[src/rtl/project_select_ctrl.sv]
// Wishbone-controlled sequencer for the per-project active lines: drain, guard, reset, release.
// Optional Logic Analyzer request path is enabled by defining PROJECT_SELECT_LA_EN.
module project_select_ctrl #(
    parameter int unsigned NUM_PROJECTS = 8,
    parameter int unsigned GUARD_CYCLES = 4,
    parameter int unsigned RESET_CYCLES = 8,
    parameter logic [31:0] BASE_ADDR    = 32'h3000_0000
) (
    input  logic                    wb_clk_i,
    input  logic                    wb_rst_ni,
    input  logic                    wbs_cyc_i,
    input  logic                    wbs_stb_i,
    input  logic                    wbs_we_i,
    input  logic [3:0]              wbs_sel_i,
    input  logic [31:0]             wbs_adr_i,
    input  logic [31:0]             wbs_dat_i,
    output logic                    wbs_ack_o,
    output logic [31:0]             wbs_dat_o,
    input  logic [7:0]              la_sel_i,
    input  logic                    la_en_i,
    input  logic                    la_req_i,
    output logic [NUM_PROJECTS-1:0] active_o,
    output logic [NUM_PROJECTS-1:0] proj_rst_o,
    output logic                    busy_o,
    output logic                    irq_o
);

    localparam int unsigned MaxCnt = (GUARD_CYCLES > RESET_CYCLES) ? GUARD_CYCLES : RESET_CYCLES;
    localparam int unsigned CntW   = $clog2(MaxCnt + 1);

    typedef enum logic [1:0] {StSteady, StDrain, StReset} state_e;

    state_e              state_q, state_d;
    logic [CntW-1:0]     cnt_q, cnt_d;
    logic [7:0]          cur_id_q, cur_id_d, pend_id_q, pend_id_d;
    logic                cur_en_q, cur_en_d, pend_en_q, pend_en_d;
    logic                err_q, err_d, irq_q, irq_d, ack_q, ack_d;
    logic [31:0]         dat_q, dat_d, rdata;
    logic                wb_acc, wb_wr, la_rise, req_valid, req_en, req_bad, differ;
    logic [7:0]          req_id;
    logic [1:0]          reg_off;
    logic [NUM_PROJECTS-1:0] onehot;

    assign reg_off = wbs_adr_i[3:2];
    // One access per strobe: the cycle carrying the ack never starts another access.
    assign wb_acc  = wbs_cyc_i & wbs_stb_i & ~ack_q & (wbs_adr_i[31:4] == BASE_ADDR[31:4]);
    assign wb_wr   = wb_acc & wbs_we_i;

`ifdef PROJECT_SELECT_LA_EN
    logic la_req_q;
    always_ff @(posedge wb_clk_i or negedge wb_rst_ni) begin
        if (!wb_rst_ni) la_req_q <= 1'b0;
        else            la_req_q <= la_req_i;
    end
    assign la_rise = la_req_i & ~la_req_q;
`else
    logic unused_la;
    assign unused_la = la_req_i;
    assign la_rise   = 1'b0;
`endif

    logic unused_wb;
    assign unused_wb = ^{wbs_sel_i[3:2], wbs_dat_i[31:9], wbs_adr_i[1:0]};

    always_comb begin
        req_valid = 1'b0;
        req_id    = 8'h00;
        req_en    = 1'b0;
        if (wb_wr && reg_off == 2'd0 && wbs_sel_i[1:0] == 2'b11) begin
            req_valid = 1'b1;
            req_id    = wbs_dat_i[7:0];
            req_en    = wbs_dat_i[8];
        end else if (la_rise && !wb_wr) begin
            req_valid = 1'b1;
            req_id    = la_sel_i;
            req_en    = la_en_i;
        end
    end

    assign req_bad = req_valid & req_en & (32'(req_id) >= NUM_PROJECTS);

    always_comb begin
        unique case (reg_off)
            2'd0:    rdata = {23'd0, pend_en_q, pend_id_q};
            2'd1:    rdata = {8'd0, pend_id_q, 5'd0, err_q, busy_o, cur_en_q, cur_id_q};
            default: rdata = 32'd0;
        endcase
    end

    always_comb begin
        pend_id_d = pend_id_q;
        pend_en_d = pend_en_q;
        err_d     = err_q;
        ack_d     = wb_acc;
        dat_d     = (wb_acc && !wbs_we_i) ? rdata : 32'd0;
        if (wb_acc && !wbs_we_i && reg_off == 2'd1) err_d = 1'b0;
        if (req_bad) begin
            err_d = 1'b1;
        end else if (req_valid) begin
            pend_id_d = req_id;
            pend_en_d = req_en;
        end
    end

    // A disabled request matches a disabled current selection regardless of ids.
    assign differ = (pend_en_q != cur_en_q) || (pend_en_q && (pend_id_q != cur_id_q));

    always_comb begin
        state_d  = state_q;
        cnt_d    = cnt_q;
        cur_id_d = cur_id_q;
        cur_en_d = cur_en_q;
        irq_d    = 1'b0;
        unique case (state_q)
            StSteady: begin
                if (differ) begin
                    state_d = StDrain;
                    cnt_d   = CntW'(GUARD_CYCLES - 1);
                end
            end
            StDrain: begin
                if (cnt_q == '0) begin
                    cur_id_d = pend_id_q;
                    cur_en_d = pend_en_q;
                    if (pend_en_q) begin
                        state_d = StReset;
                        cnt_d   = CntW'(RESET_CYCLES - 1);
                    end else begin
                        state_d = StSteady;
                        irq_d   = 1'b1;
                    end
                end else begin
                    cnt_d = cnt_q - 1'b1;
                end
            end
            StReset: begin
                if (cnt_q == '0) begin
                    state_d = StSteady;
                    irq_d   = 1'b1;
                end else begin
                    cnt_d = cnt_q - 1'b1;
                end
            end
            default: state_d = StSteady;
        endcase
    end

    always_ff @(posedge wb_clk_i or negedge wb_rst_ni) begin
        if (!wb_rst_ni) begin
            state_q   <= StSteady;
            cnt_q     <= '0;
            cur_id_q  <= 8'h00;
            cur_en_q  <= 1'b0;
            pend_id_q <= 8'h00;
            pend_en_q <= 1'b0;
            err_q     <= 1'b0;
            irq_q     <= 1'b0;
            ack_q     <= 1'b0;
            dat_q     <= 32'd0;
        end else begin
            state_q   <= state_d;
            cnt_q     <= cnt_d;
            cur_id_q  <= cur_id_d;
            cur_en_q  <= cur_en_d;
            pend_id_q <= pend_id_d;
            pend_en_q <= pend_en_d;
            err_q     <= err_d;
            irq_q     <= irq_d;
            ack_q     <= ack_d;
            dat_q     <= dat_d;
        end
    end

    always_comb begin
        onehot = '0;
        for (int i = 0; i < int'(NUM_PROJECTS); i++) begin
            if (cur_id_q == 8'(i)) onehot[i] = 1'b1;
        end
    end

    always_comb begin
        active_o   = '0;
        proj_rst_o = '0;
        if ((state_q == StSteady && cur_en_q) || state_q == StReset) active_o = onehot;
        if (state_q == StReset) proj_rst_o = onehot;
    end

    assign busy_o    = (state_q != StSteady);
    assign irq_o     = irq_q;
    assign wbs_ack_o = ack_q;
    assign wbs_dat_o = dat_q;

endmodule
[config.mk]
export PLATFORM = sky130hd
export DESIGN_NAME = project_select_ctrl
export DESIGN_NICKNAME = d
export VERILOG_FILES = /design/src/rtl/project_select_ctrl.sv
export SDC_FILE = /design/constraint.sdc
export NUM_CORES = 1
export LEC_CHECK = 0
export CAP_MARGIN = 20
export CORE_MARGIN = 2
export CORE_UTILIZATION = 39
export DETAILED_ROUTE_END_ITERATION = 10
export PLACE_DENSITY = 0.85
export SLEW_MARGIN = 20
export SYNTH_ARGS = -nofsm -noshare
export SYNTH_HDL_FRONTEND = slang
export SYNTH_SLANG_ARGS = --single-unit
[constraint.sdc]
create_clock -name wb_clk_i -period 2.25 [get_ports wb_clk_i]
set_input_delay 0.225 -clock wb_clk_i [delete_from_list [all_inputs] [get_ports wb_clk_i]]
set_output_delay 0.225 -clock wb_clk_i [all_outputs]
set_load 0.005 [all_outputs]
== After elaboration in Yosys (flattened, before gate mapping) ==
Index checks and enable logic that the tools add are counted.
Operators by class
  bitwise gates (word level): 8
  $add $sub $neg: 1
  muxes and demuxes: 31
  equality and inequality tests: 19
  magnitude comparators: 1
  reduce and logical (&&, ||, !) cells: 20
Operator list (count)
  $pmux 24 s2: 1
  $eq 8x3->1 const B: 4
  $mux 32: 1
  $eq 28x26->1 const B: 1
  $mux 8: 3
  $eq 8x2->1 const B: 2
  $mux 4: 4
  $mux 1: 15
  $pmux 4 s3: 1
  $eq 8x1->1 const B: 1
  $ge 8x4->1 const B: 1
  $logic_not 8->1: 1
  $mux 2: 4
  $ne 2x2->1 const B: 4
  $ne 8x8->1: 1
  $and 1x1->1: 6
  $logic_and 1x1->1: 6
  $pmux 2 s3: 1
  $eq 2x1->1 const B: 2
  $eq 2x2->1 const B: 2
  $logic_not 2->1: 2
  $logic_not 4->1: 1
  $reduce_and 2->1: 2
  $reduce_and 4->1: 1
  10 further kinds: 13
Storage, ports and cells
  input port bits: 83
  logic and storage cells: 90
  output and inout port bits: 51
  register bits after elaboration: 59

== Depth between registers and ports, before layout ==
  depth after elaboration: 11
  depth in mapped cells: 7
  gate-level depth less buffers: 7

== Worst setup path before layout ==
OpenSTA, ideal clock, no wires.
  kind: register to register
  start point: register state_q[1]
  end point: register cnt_q[0]
  data required time: 2.125 ns
  stages on the path, launching flop included: 8
  setup time: 0.125 ns
  arrival time: 1.664 ns
  clock period less this slack: 1.789 ns
  path slack: 0.461 ns
  path buffers: 0
  path through: dfrtp_1 > inv_1 > ha_1 > inv_1 > nor4_1 > nand4_1 > nand2_1 > mux2_2
Between the ends
  longest elaborated chain between the ends: 3
  elaborated cells between the ends (all ways): 9
  classes of those cells: 5 x eq/ne; 1 x mux; 3 x reduce/logical
Ends and longest elaborated chain
  start: declaration: RTL line 33  | state_e state_q, state_d;
  start signal: assignment: RTL line 150  | state_q <= StSteady;
  start signal: assignment: RTL line 161  | state_q <= state_d;
  $eq 2x1->1, or another cell as far along: RTL line 114  | unique case (state_q)
  $ne 3x3->1 (no source line), or another cell as far along
  $reduce_and 4->1 (no source line)
  end signal: assignment: RTL line 162  | cnt_q <= cnt_d;
  end: declaration: RTL line 34  | logic [CntW-1:0] cnt_q, cnt_d;
Several ways; a longest one is shown, not always the timed one.
A chain may end at the register's enable or synchronous reset.

== Worst setup path after layout ==
  start point: register state_q[0]
  end point: output active_o[7]
Between the ends
  longest elaborated chain between the ends: 4
  elaborated cells between the ends (all ways): 5
  classes of those cells: 1 x eq/ne; 1 x mux; 3 x reduce/logical
Ends and longest elaborated chain
  $logic_not 2->1: RTL line 184  | if ((state_q == StSteady && cur_en_q) || state_q == StReset) active_o = onehot;
  $logic_and 1x1->1: RTL line 184
  $logic_or 1x1->1 (*): RTL line 184
  $mux 8 (*): RTL line 184
  end: declaration: RTL line 22  | output logic [NUM_PROJECTS-1:0] active_o,
Every way passes the cells marked *; elsewhere a longest branch is shown, timed or not.

==> flow_summary.toml <==
[detailed_routing]
vias_per_cell = 5.00
drtIter0Drc = 122
drtPass1Iterations = 4
routedWlPerCell_microns = 14.2
postRouteAntennaNets = 0
vias = 2119
drc = 0
wl_microns = 6010

[worst_setup_path]
worstPathRequired_ns = 2.03
r2r-start = "cnt_q[0]"
end_kind = "primary output"
r2r_slack_ns = 0.30
cp-start-kind = "flop"
max_stage_delay_ns = 0.51
path_max_fanout = 5
rr_endpoint = "cnt_q[0]"
reg2reg_depth = 7
crit_start = "state_q[0]"
arrival_ns = 1.96
worstSetupPathType = "flop to primary output"
crit_chain = "inv_2 -> ha_4 -> a21oi_1 -> nand2b_2 -> nor2_1 -> clkdlybuf4s50_1"
critical_path.slowest_cell = "clkdlybuf4s50_1"

[grt]
overflow = 0
grt_pass1_wl_microns = 10000
grtUsageTotal_pct = 17.4
grt_pass1_vias = 2151
antenna_found_initial = 0
grt_max_degree = 24

[placed_design]
dp_cells = 409
place.gp.congestion = 0.869
placed_area_sq_mm = 0.00344
dp_hpwl_microns = 4620
port_buffers = 83
pre_cts_slack_ns = 0.152

[timing]
hold_violations = 0
clock_skew_ns = 0.00310
hold_slack_ns = 0.231
drv_slew = 0
period_minus_slack_ns = 2.18
finalCritPeriodShare_pct = 96.9
finalWorstSetupSlack_ns = 0.0691
max_freq_mhz = 459
setup_violations = 0
rsz0062_at_grt = "yes"

[layout]
nets = 435
stdcell_count = 424
drive_gt1_share_pct = 18.4
stdcell_area_sq_mm = 0.00368
area_delta_synth_final_pct = 47.9
antenna_cells_inserted = 0

[die]
row_count = 29
initial_core_util_pct = 39.9
fp.dieH_microns = 83.9
ios = 134
die-area_sq_mm = 0.00703
die_x_microns = 83.9
core_area_sq_mm = 0.00624

[logic_synthesis]
dominantRegCellSynth = "dfrtp_1"
async_flop_share_pct = 100
synth_common_cells = "dfrtp_1, nand2_1, nor2_1, buf_4"
yosysTopAreaCell = "dfrtp_1"
synth_area_leaders = "dfrtp_1, nand2_1, buf_4"
seq_area_frac_synth_pct = 46.3
synth_seq_cells = 46
synth_most_common_cell = "dfrtp_1"
ys_warn_count = 0
netlist_area_sq_mm = 0.00249
synth-edff-count = 0
syn-instance-count = 242
ys_types = 50
synth_area_per_cell_sq_um = 10.3
netlist.area_leader.share_pct = 46.3

[clocking]
cts_sinks = 46
cts_tree = "yes"
clock_path_buffers = 2
cts.clk_slew.worst_paths_ns = 0.08
ctsHtreeMaxLevel = 2
cts_buffers = 5
clk_latency_ns = 0.30
cts_root_buf = "clkbuf_8"

[power_and_ir_drop]
powerDensity_mw_per_mm2 = 395
peakVddDrop_v = 0.000265
p_leak_nw = 1.91

[job]
drv_cap = 0

[run_status]
run_status = "finished clean"

[hold_path]
hold_path.class = "primary input to async pin"
==> layout by cell type, fill, tap and decap left out, types with 4 or more instances in the layout <==
cell	netlist	routed
clkdlybuf4s50_1	0	68
dfrtp_1	46	44
nand2_1	31	29
nor2_1	26	22
buf_4	14	17
dlymetal6s2s_1	0	14
conb_1	1	13
and2_1	12	12
a22o_1	10	10
inv_1	12	9
o21ai_0	8	8
nor4_2	4	5
xor2_1	5	5
clkbuf_8	0	5
nor2_2	0	4
nor3_1	4	4
o22ai_1	4	4
mux2_1	4	4
ha_1	6	4
==> how the worst max path moves through the flow <==
stage                     to  slack (ns)  cells after the start
2_1_floorplan       cnt_q[0]        0.46                      7
3_3_place_gp    pend_id_q[7]        0.18                      5
3_5_place_dp    pend_id_q[7]        0.15                      5
4_1_cts          active_o[6]       0.001                      6
5_1_grt        proj_rst_o[7]       -0.05                      6
6_report         active_o[7]        0.07                      6
==> registers in the layout (all words and copies together) (netlist names) <==
register and count:
cnt_q 4, irq_o 1, pend_id_q 8, wbs_ack_o 1
state_q 2, cur_id_q 8, cur_en_q 1, pend_en_q 1
wbs_dat_o 19, err_q 1
==> final cells by class <==
| cell class | instances | area (sq um) |
|---|---|---|
| Fill cell | 511 | 2560 |
| Clock inverter | 2 | 13.8 |
| Clock buffer | 6 | 72.6 |
| Inverter | 12 | 45.0 |
| Multi-Input combinational cell | 179 | 1280 |
| Timing Repair Buffer | 102 | 1020 |
| Sequential cell | 46 | 1150 |
| Tap cell | 77 | 96.3 |
==> timing repair <==
action | 4_1_cts | 5_1_grt
pin swaps | 2 | 3
setup endpoints to repair | 16 | 16
buffers inserted | 3 | 3
hold endpoints to repair | 46 | 0
hold buffers | 1 | 0
gates cloned | 0 | 0
gates resized for setup | 9 | 25
==> critical path, delay by kind of cell, from the launching register on <==
kind                     cells  cell delay [ns]
buffers and inverters        2             0.62
flip-flops                   1             0.42
AND/OR/NAND/NOR              2             0.37
adder cells (fa/ha/maj)      1             0.17
AO/OA/AOI/OAI                1             0.08
==> power breakdown <==
group	leakage (nW)	switching [mW]	internal (mW)
clock network	0.0452	0.282	0.219
registers	0.634	0.00000000218	0.826
logic	1.24	0.0466	0.0792
total	1.91	0.328	1.12
==> per-layer routing <==
layer  track usage (%)  routed length, microns
met5                 0                       0
met4              3.37                      38
met3              4.45                     299
met2              31.1                    3260
met1              21.4                    2420
==> cells by family (layout without fill, tap and decap cells) <==
| kind of cell | Yosys count | after routing | share of synthesized area [%] |
|---|---|---|---|
| adders and majority gates | 6 | 6 | 3.02 |
| buffers and inverters | 29 | 122 | 6.59 |
| and+or+nand+nor | 111 | 111 | 27.7 |
| DFF | 46 | 46 | 46.3 |
| other | 1 | 13 | 0.151 |
| AOI/OAI and AO/OA | 34 | 34 | 9.61 |
| muxes | 10 | 10 | 4.93 |
| xor gates and xnor gates | 5 | 5 | 1.76 |
==> through the flow <==
step                      total power [mW]  TNS (ns)  util [%]
after floorplan                      0.875         0         -
after global placement               0.966         0      55.1
after detailed placement             0.969         0      55.1
after CTS                             1.46         0      57.7
after global routing                  1.51   -0.0815      58.9
final                                 1.45         0      58.9
(Power assumes the default switching activity.)
